==> src/rtl/lfsr_word_buffer_if.sv <==
// Valid/ready word stream carrying captured LFSR words to the consumer.
interface lfsr_word_buffer_if #(
    parameter int unsigned WIDTH = 32
);
    logic             m_valid;
    logic             m_ready;
    logic [WIDTH-1:0] m_data;

    modport master (output m_valid, output m_data, input m_ready);
    modport slave  (input m_valid, input m_data, output m_ready);
endinterface

==> src/rtl/lfsr_word_buffer.sv <==
// Decimates a free-running LFSR into WIDTH-bit words, buffers them in a small FIFO
// behind a valid/ready port, and halts generation on the XNOR lock-up (all ones) state.
module lfsr_word_buffer #(
    parameter int unsigned WIDTH = 32,
    parameter int unsigned DEPTH = 8,
    parameter int unsigned DECIM = 32
) (
    input  logic                     clock,
    input  logic                     reset_n,
    input  logic [WIDTH-1:0]         lfsr_seq,
    output logic                     lfsr_en,
    input  logic                     run,
    lfsr_word_buffer_if.master       m,
    output logic [$clog2(DEPTH):0]   count,
    output logic                     lockup,
    input  logic                     clear_lockup
);
    localparam int unsigned AW = $clog2(DEPTH);
    localparam int unsigned CW = AW + 1;
    localparam int unsigned SW = (DECIM > 1) ? $clog2(DECIM) : 1;

    logic [SW-1:0]    sc_q;
    logic             pend_q;
    logic [AW-1:0]    rd_q;
    logic [AW-1:0]    wr_q;
    logic [CW-1:0]    count_q;
    logic             lockup_q;
    logic [WIDTH-1:0] mem [DEPTH];

    logic             wrap_c;
    logic             all_ones_c;
    logic             push_c;
    logic             pop_c;
    logic [CW:0]      fill_c;

    // Words stored plus the one in flight must leave room, so a push never meets a full FIFO.
    always_comb begin
        fill_c     = {1'b0, count_q} + (CW+1)'(pend_q);
        wrap_c     = (sc_q == SW'(DECIM - 1));
        all_ones_c = &lfsr_seq;
        lfsr_en    = reset_n && run && !lockup_q && (fill_c < (CW+1)'(DEPTH));
        push_c     = pend_q && !all_ones_c;
        pop_c      = (count_q != '0) && m.m_ready;
    end

    assign m.m_valid = (count_q != '0);
    assign m.m_data  = (count_q != '0) ? mem[rd_q] : '0;
    assign count     = count_q;
    assign lockup    = lockup_q;

    // Decimation counter, capture flag, lock-up flag and FIFO bookkeeping.
    always_ff @(posedge clock or negedge reset_n) begin
        if (!reset_n) begin
            sc_q     <= '0;
            pend_q   <= 1'b0;
            rd_q     <= '0;
            wr_q     <= '0;
            count_q  <= '0;
            lockup_q <= 1'b0;
        end else begin
            if (clear_lockup) begin
                sc_q <= '0;
            end else if (lfsr_en) begin
                sc_q <= wrap_c ? '0 : sc_q + SW'(1);
            end
            pend_q <= lfsr_en && wrap_c;

            // Clearing wins over a same-cycle all-ones capture, which is simply dropped.
            if (clear_lockup) begin
                lockup_q <= 1'b0;
            end else if (pend_q && all_ones_c) begin
                lockup_q <= 1'b1;
            end

            if (push_c) wr_q <= wr_q + AW'(1);
            if (pop_c)  rd_q <= rd_q + AW'(1);

            case ({push_c, pop_c})
                2'b10:   count_q <= count_q + CW'(1);
                2'b01:   count_q <= count_q - CW'(1);
                default: count_q <= count_q;
            endcase
        end
    end

    // Storage is not reset; m_data is masked while the FIFO is empty.
    always_ff @(posedge clock) begin
        if (push_c) mem[wr_q] <= lfsr_seq;
    end
endmodule
==> src/flat_wrapper.sv <==
// flat-port wrapper written by rule: the top's interface ports become plain ports
module lfsr_word_buffer_flat 
#(
    parameter int unsigned WIDTH = 32,
    parameter int unsigned DEPTH = 8,
    parameter int unsigned DECIM = 32
)
  (clock, reset_n, lfsr_seq, lfsr_en, run, count, lockup, clear_lockup, m_m_valid, m_m_data, m_m_ready);
  lfsr_word_buffer_if #(.WIDTH(WIDTH)) m_i ();
  input  logic clock;
  input  logic reset_n;
  input  logic [WIDTH-1:0] lfsr_seq;
  output logic lfsr_en;
  input  logic run;
  output logic [$clog2(DEPTH):0] count;
  output logic lockup;
  input  logic clear_lockup;
  output wire logic [$bits(m_i.m_valid)-1:0] m_m_valid;
  output wire logic [$bits(m_i.m_data)-1:0] m_m_data;
  input wire logic [$bits(m_i.m_ready)-1:0] m_m_ready;
  assign m_m_valid = m_i.m_valid;
  assign m_m_data = m_i.m_data;
  assign m_i.m_ready = m_m_ready;
  lfsr_word_buffer #(.WIDTH(WIDTH), .DEPTH(DEPTH), .DECIM(DECIM)) u_core (.clock(clock), .reset_n(reset_n), .lfsr_seq(lfsr_seq), .lfsr_en(lfsr_en), .run(run), .m(m_i), .count(count), .lockup(lockup), .clear_lockup(clear_lockup));
endmodule
==> config.mk <==
export PLATFORM = sky130hd
export DESIGN_NAME = lfsr_word_buffer_flat
export DESIGN_NICKNAME = d
export VERILOG_FILES = /design/src/rtl/lfsr_word_buffer_if.sv /design/src/rtl/lfsr_word_buffer.sv /design/src/flat_wrapper.sv
export SDC_FILE = /design/constraint.sdc
export NUM_CORES = 1
export LEC_CHECK = 0
export ABC_AREA = 1
export CAP_MARGIN = 15
export CORE_MARGIN = 2
export CORE_UTILIZATION = 42
export CTS_BUF_LIST = sky130_fd_sc_hd__clkbuf_8
export DETAILED_ROUTE_END_ITERATION = 10
export PLACE_DENSITY_LB_ADDON = 0.25
export SKIP_CTS_REPAIR_TIMING = 1
export SYNTH_ARGS = -nofsm -noshare
export SYNTH_HDL_FRONTEND = slang
export SYNTH_SLANG_ARGS = --single-unit
==> constraint.sdc <==
create_clock -name clock -period 7.6 [get_ports clock]
set_clock_uncertainty 0.05 [all_clocks]
set_input_delay 1.14 -clock clock [delete_from_list [all_inputs] [get_ports clock]]
set_output_delay 1.14 -clock clock [all_outputs]
set_load 0.05 [all_outputs]
* After elaboration in Yosys (flattened, before gate mapping)
Memories as Yosys holds them, arrays and structs flattened. Cells that the tools add are included.
Storage, ports and cells: register bits 17, logic and storage cells 40, memories 1, memory bits (writable) 256, bits of input ports 37
Operators by class: $lt $le $gt $ge 1, muxes and demuxes 9, reduce and logical (&&, ||, !) cells 14, eq/ne operators 3, $add $sub $neg 6
Memories:
- u_core.mem | depth 8, width 32, rd ports 1, clocked after memory_dff 0, wr ports 1, line lfsr_word_buffer.sv:28 | logic [WIDTH-1:0] mem [DEPTH];
Operators by type and width (count):
- two-way mux 32 bit | 1
- AND reduction 32 bit | 1
- two-way mux 5 bit | 3
- case mux 4 bit (2 select lines) | 1
- logical AND 1 bit | 7
- adder 3 x 1 -> 3 bit (second input constant) | 2
- nonzero test 2 bit | 3
- adder 4 x 1 -> 5 bit | 1
- adder 5 x 1 -> 5 bit (second input constant) | 1
- equality test 5 bit (second input constant) | 1
- less-than comparator 5 x 4 -> 1 bit (second input constant) | 1
- adder 4 x 1 -> 4 bit (second input constant) | 1
- two-way mux 1 bit | 4
- nonzero test 4 bit | 1
- subtractor 4 x 1 -> 4 bit (second input constant) | 1
- equality test 2 x 1 -> 1 bit (second input constant) | 1
- equality test 2 bit (second input constant) | 1
- logical NOT 1 bit | 2

* Depth between registers and ports, before layout
Gate-level depths: netlist of run 1.
depth in word-level cells 5, depth in mapped cells 15

* Worst setup path after synthesis of run 1
No wires, ideal clock.
path kind input -> register, start point input lfsr_seq[30], end point memory u_core.mem[2][0] (enable), path buffers 0, path slack 4.185 ns, cell stages on the path 7, setup time 0.421 ns, arrival 2.944 ns, cell sequence nand2_1 > nor2_1 > nand2_1 > nor2_1 > nand2_1 > nand3_1 > nor2_1
Between the ends: cells in the longest elaborated chain, start to end 5
RTL lines:
- start, declared | line flat_wrapper.sv:12 | input logic [WIDTH-1:0] lfsr_seq;
- AND reduction 32 bit | line lfsr_word_buffer.sv:40 | all_ones_c = &lfsr_seq;
- logical NOT 1 bit | line lfsr_word_buffer.sv:42 | push_c = pend_q && !all_ones_c;
- logical AND 1 bit | line lfsr_word_buffer.sv:42
- two-way mux 1 bit | line lfsr_word_buffer.sv:88 | if (push_c) mem[wr_q] <= lfsr_seq;
- two-way mux 1 bit (not written as such) | line lfsr_word_buffer.sv:88
- end, declared | line lfsr_word_buffer.sv:28
No other way between the ends.

* Final worst setup path of run 1
start point register u_core.rd_q[0], end point output m_m_data[31]
Between the ends: cells in the longest elaborated chain, start to end 2
RTL lines:
- start, declared | line lfsr_word_buffer.sv:24 | logic [AW-1:0] rd_q;
- start signal, assigned | line lfsr_word_buffer.sv:76 | if (pop_c) rd_q <= rd_q + AW'(1);
- memory (8 x 32 bit)
- two-way mux 32 bit | line lfsr_word_buffer.sv:47 | assign m.m_data = (count_q != '0) ? mem[rd_q] : '0;
- end, declared | line flat_wrapper.sv:19 | output wire logic [$bits(m_i.m_data)-1:0] m_m_data;
No other way between the ends.

==> results of run 1 <==
==> power groups by stage <==
stage / sequential, mW / clock (mW) / combinational, mW
2_1_floorplan: 1.76 / 0 / 1.61
3_3_place_gp: 1.77 / 0 / 2.21
3_5_place_dp: 1.77 / 0 / 2.22
4_1_cts: 1.74 / 1.15 / 2.23
5_1_grt: 1.75 / 1.22 / 2.40
6_report: 1.74 / 1.12 / 2.21
==> cell type report <==
type / count / area [sq um]
multi-input cells: 574 / 2730
clock buffers: 46 / 633
repair buffers: 89 / 876
inverters: 19 / 72.6
clock inverters: 37 / 156
well taps: 335 / 419
flip-flops and latches: 273 / 8120
fillers: 2323 / 13100
==> critical path, stage by stage, from the launching register on <==
cell and delay [ns]:
dfrtp_4 0.63, clkinv_2 0.29, buf_4 0.89, o21ai_0 0.18
o22ai_1 0.16, nor2_1 0.06, nor2_1 0.27, clkdlybuf4s50_1 0.87
==> stage by stage <==
| stage | hold slack (ns) | total power, mW | std cells | cell area [sq um] | worst slack, ns |
|---|---|---|---|---|---|
| 6_report | 0.504 | 5.07 | 1373 | 13000 | 2.50 |
| 5_1_grt | 0.534 | 5.37 | 1373 | 13000 | 2.24 |
| 4_1_cts | 0.501 | 5.12 | 1372 | 13000 | 2.43 |
| 3_5_place_dp | 0.486 | 4.00 | 1289 | 12200 | 2.91 |
| 3_3_place_gp | 0.489 | 3.98 | 1289 | 12200 | 2.90 |
| 2_1_floorplan | 0.453 | 3.37 | 918 | 11200 | 4.19 |
==> routing by layer <==
| metal | up-vias | GRT usage, % | share of wire [%] |
|---|---|---|---|
| li1 | 3448 | - | - |
| met1 | 3492 | 25.8 | 47 |
| met2 | 185 | 27.5 | 46 |
| met3 | 32 | 3.59 | 5.9 |
| met4 | 0 | 4.20 | 1.3 |
| met5 | - | 0 | 0 |
==> cell usage in the layout, fill, tap and decap left out, types with 32 or more instances in the layout <==
| cell type | n |
|---|---|
| nor2_1 | 243 |
| o22ai_1 | 32 |
| clkdlybuf4s50_1 | 75 |
| edfxtp_1 | 256 |
| nand2_1 | 87 |
| o21ai_0 | 128 |
| o211ai_1 | 33 |
| clkbuf_8 | 46 |
| inv_1 | 39 |
==> registers in the layout (all words and copies together), names as in the netlist <==
register,flops
u_core.rd_q,3
u_core.lockup,1
u_core.pend_q,1
u_core.count,4
u_core.sc_q,5
u_core.wr_q,3
u_core.mem,256
==> cell families (layout without fill, tap and decap cells) <==
logic type	Yosys count	in the layout	synth area share, %
AOI/OAI and AO/OA	203	203	10.2
xor gates and xnor gates	7	7	0.549
adders and majority gates	7	7	0.784
buffers and inverters	71	191	3.49
DFF	273	273	72.6
and+or+nand+nor	357	357	12.3
==> how the worst min path moves through the flow <==
stage,depth (start not counted),endpoint,from
6_report,2,u_core.sc_q[4]$_DFFE_PN0P_,u_core.sc_q[4]$_DFFE_PN0P_
5_1_grt,2,u_core.lockup$_DFFE_PN0P_,u_core.lockup$_DFFE_PN0P_
4_1_cts,2,u_core.lockup$_DFFE_PN0P_,u_core.lockup$_DFFE_PN0P_
3_5_place_dp,2,u_core.lockup$_DFFE_PN0P_,u_core.lockup$_DFFE_PN0P_
3_3_place_gp,2,u_core.lockup$_DFFE_PN0P_,u_core.lockup$_DFFE_PN0P_
2_1_floorplan,2,u_core.sc_q[1]$_DFFE_PN0P_,u_core.sc_q[1]$_DFFE_PN0P_
==> impl_metrics.yaml, run 1 <==
logic_synthesis:
  synthArstFlopShare_pct: 6.23
  synth_cells: 918
  synth_cell_types: 27
  synth.most_common_cell: "edfxtp_1"
  synth_ff_type: "edfxtp_1"
  syn_nets: 962
  synthTopCellsByArea: "edfxtp_1 (69%), nor2_1 (8.4%), o21ai_0 (5.7%), dfrtp_1 (3.8%), nand2_1 (2.9%)"
  syn_area_per_cell_sq_um: 12.2
  yosysTopAreaCell: "edfxtp_1"
  ys_ff_latch: 273
  synth_top_area_share_pct: 68.8
  syn_area_sq_mm: 0.0112
  seq_area_frac_synth_pct: 72.6
  synth_edf_count: 256
  ys_warn_count: 0
  synth_common_cells: "edfxtp_1 (256), nor2_1 (251), o21ai_0 (128)"
clock_network:
  path_clk_slew_ns: 0.05
  cts_num_sinks: 273
  cts_buffers: 45
  cts-root-buf: "clkbuf_8"
  htreeDepth: 2
  cts.path.max_buffers: 3
  clk_latency_ns: 0.54
  cts_tree: "built"
setup_path:
  endpoint_kind: "output port"
  cp.arrival_ns: 3.91
  cp_data_required_time_ns: 6.41
  cp-startpoint: "u_core.rd_q[0]$_DFFE_PN0P_"
  r2r-start: "u_core.count[0]$_DFFE_PN0P_"
  reg2reg_setup_slack_ns: 4.91
  reg2regPathDepth: 12
  path_class: "flop to output port"
  crit_fanout: 108
  r2r-end: "u_core.count[2]$_DFFE_PN0P_"
  start_kind: "flop"
  endpoint: "m_m_data[31]"
detailed_routing:
  firstDrtPassIters: 5
  drt_iter0_markers: 609
  antenna_left: 0
  viasPerCell: 5.21
  vias: 7157
  drt-wirelength-per-cell_microns: 18.0
  drc: 0
  routed_wl_microns: 24700
pwr:
  power_density_mw_per_mm2: 390
  combinationalPowerShare_pct: 43.5
  switchingPower_mw: 2.16
  power_frac_seq_pct: 34.4
  internal_power_mw: 2.91
  p_sw_share_pct: 42.5
  ir_worst_vdd_uv: 292
  leakage_nw: 4.51
  pwr-share-clk_pct: 22.1
sta:
  tightest_slew_ns: 1.09
  finalSetupViolations: 0
  finalCriticalPeriod_ns: 5.10
  setup_tns_ns: 0
  hold_viol_final: 0
  finalCritPeriodShare_pct: 67.1
  fmax_ghz: 0.196
  max-slew-margin-rel_pct: 27.2
  rsz0062_at_grt: "no"
  slew_viol_final: 0
final_layout:
  areaGrowthSynthToFinish_pct: 16.4
  drive_above_1_share_pct: 7.61
  fin_util_pct: 49.9
  fin_nets: 1046
  antenna-diode-count: 0
grt:
  gr-usage-all-layers_pct: 17.7
  antenna_found_initial: 0
  grt_max_degree: 109
  grt_pass1_wl_microns: 38700
  overflow: 0
  grt_pass1_vias: 7003
die:
  start_util_pct: 42.9
  core_sq_mm: 0.0261
  dieArea_sq_mm: 0.0279
  rows: 59
  chipHeight_microns: 167
  num_io_pins: 76
  die_w_microns: 167
placement:
  port_buffers: 75
  place_congestion: 0.767
  dp_hpwl_microns: 13100
flow_run:
  drv_cap: 0
status:
  status: "finished clean"
min_path:
  hold_path.class: "flop to flop"
Note: power is estimated with default switching activity, not from simulation.
==> run 2: changes to the inputs <==
Clock period 7.6 ns to 4.8 ns, I/O delays scaled along.
==> impl_metrics.yaml, run 2 (synthesis results as in run 1) <==
status:
  status: "finished clean"
pwr:
  power_frac_seq_pct: 34.3
  power_density_mw_per_mm2: 616
  leakage_nw: 4.52
  switchingPower_mw: 3.43
  p_sw_share_pct: 42.5
  power_mw: 8.07
  internal_power_mw: 4.63
  pwr-share-clk_pct: 21.5
  ir_worst_vdd_uv: 464
  combinationalPowerShare_pct: 44.2
die:
  start_util_pct: 42.9
  die_w_microns: 167
  num_io_pins: 76
  core_sq_mm: 0.0261
  dieArea_sq_mm: 0.0279
  rows: 59
  chipHeight_microns: 167
sta:
  finalCritPeriodShare_pct: 87.6
  hold_viol_final: 0
  max-slew-margin-rel_pct: 44.6
  rsz0062_at_grt: "no"
  slew_viol_final: 0
  finalSetupViolations: 0
  setup_tns_ns: 0
  fmax_ghz: 0.238
  tightest_slew_ns: 0.831
  fin_ws_ns: 0.596
  finalCriticalPeriod_ns: 4.20
detailed_routing:
  viasPerCell: 5.32
  routed_wl_microns: 25400
  drt-wirelength-per-cell_microns: 18.5
  firstDrtPassIters: 5
  vias: 7316
  drt_iter0_markers: 683
  antenna_left: 0
  drc: 0
placement:
  placed_area_sq_mm: 0.0123
  place_congestion: 0.773
  port_buffers: 75
  dp_hpwl_microns: 14100
  post-place-ws_ns: 0.961
clock_network:
  cts_num_sinks: 273
  cts-root-buf: "clkbuf_8"
  path_clk_slew_ns: 0.06
  cts_tree: "built"
  htreeDepth: 2
  cts_buffers: 45
  clk_latency_ns: 0.54
  cts.path.max_buffers: 3
final_layout:
  final_cell_mix: "edfxtp_1 (256), nor2_1 (243), o21ai_0 (128)"
  fin_nets: 1055
  layout_commonest_cell: "edfxtp_1"
  fin_util_pct: 50.3
  antenna-diode-count: 0
  largest_register: "u_core.mem"
  drive_above_1_share_pct: 8.36
  areaGrowthSynthToFinish_pct: 17.2
  largest_reg_flops: 256
  stdcell_area_sq_mm: 0.0131
setup_path:
  cp_data_required_time_ns: 4.03
  crit_top_cell: "nor2_1"
  cpPeakStageDelay_ns: 0.86
  slowest_stage: "clkdlybuf4s50_1"
  cp-startpoint: "u_core.rd_q[1]$_DFFE_PN0P_"
  r2r-start: "u_core.count[2]$_DFFE_PN0P_"
  path_cells: "inv_1 > buf_4 > o21ai_0 > o22ai_1 > nor2_1 > nor2_1 > clkdlybuf4s50_1"
  start_kind: "flop"
  path_class: "flop to output port"
  endpoint_kind: "output port"
  cp.arrival_ns: 3.43
  crit_fanout: 34
grt:
  overflow: 0
  grt_pass1_wl_microns: 40000
  grt_max_degree: 80
  antenna_found_initial: 0
  gr-usage-all-layers_pct: 18.3
  grt_pass1_vias: 7186
flow_run:
  drv_cap: 0
min_path:
  hold_path.class: "input pin to asynchronous set/reset pin"
[run 2: changes by cell type in the layout (fill, tap and decap cells not counted), sizes merged]
cell	delta
clkinvlp	+1
buf	+9
inv	-7
clkinv	+1
clkbuf	-1
[run 2: path summary, 6_finish.rpt]
check / endpoint / depth (start not counted) / slack, ns
setup reg to reg: u_core.count[2]$_DFFE_PN0P_ / 14 / 2.11
max in group asynchronous: u_core.rd_q[0]$_DFFE_PN0P_ / 2 / 3.99
hold reg to reg: u_core.sc_q[4]$_DFFE_PN0P_ / 2 / 0.49
setup / recovery: m_m_data[1] / 7 / 0.60
hold / removal: u_core.sc_q[3]$_DFFE_PN0P_ / 2 / 0.47
min in group clock: u_core.sc_q[4]$_DFFE_PN0P_ / 2 / 0.49
[run 2: through the flow]
stage | cells | hold slack (ns)
after floorplan | 918 | 0.374
after global placement | 1298 | 0.479
after detailed placement | 1298 | 0.485
after CTS | 1375 | 0.444
after global routing | 1376 | 0.500
final | 1376 | 0.470
[run 2: final cells by class]
| cell class | instances | area [sq um] |
|---|---|---|
| well taps | 335 | 419 |
| clock buffers | 45 | 619 |
| flip-flops and latches | 273 | 8120 |
| multi-input cells | 574 | 2730 |
| inverters | 19 | 72.6 |
| repair buffers | 98 | 998 |
| fillers | 2289 | 13000 |
| clock inverters | 32 | 138 |
[run 2: power groups by stage]
stage,combinational [mW],clock (mW),sequential [mW]
detailed placement,3.52,0,2.86
global placement,3.50,0,2.86
CTS,3.54,1.79,2.81
finish,3.57,1.73,2.77
floorplan,2.55,0,2.78
global route,3.87,1.89,2.78
[run 2: critical path: cells and delay by family, from the launching register on]
family | cells | cell delay (ns)
AOI/OAI and AO/OA | 2 | 0.23
and+or+nand+nor | 2 | 0.30
DFF | 1 | 0.66
buffers and inverters | 3 | 1.69
[run 2: routing by layer]
metal  routed length [microns]  track usage (%)  share of wire [%]  vias to the layer above
met5                         0                0                  0                        -
met4                       311             4.42                1.2                        0
met3                      1640             3.57                6.4                       31
met2                     11800             29.1                 46                      251
met1                     11700             26.1                 46                     3561
li1                          -                -                  -                     3473
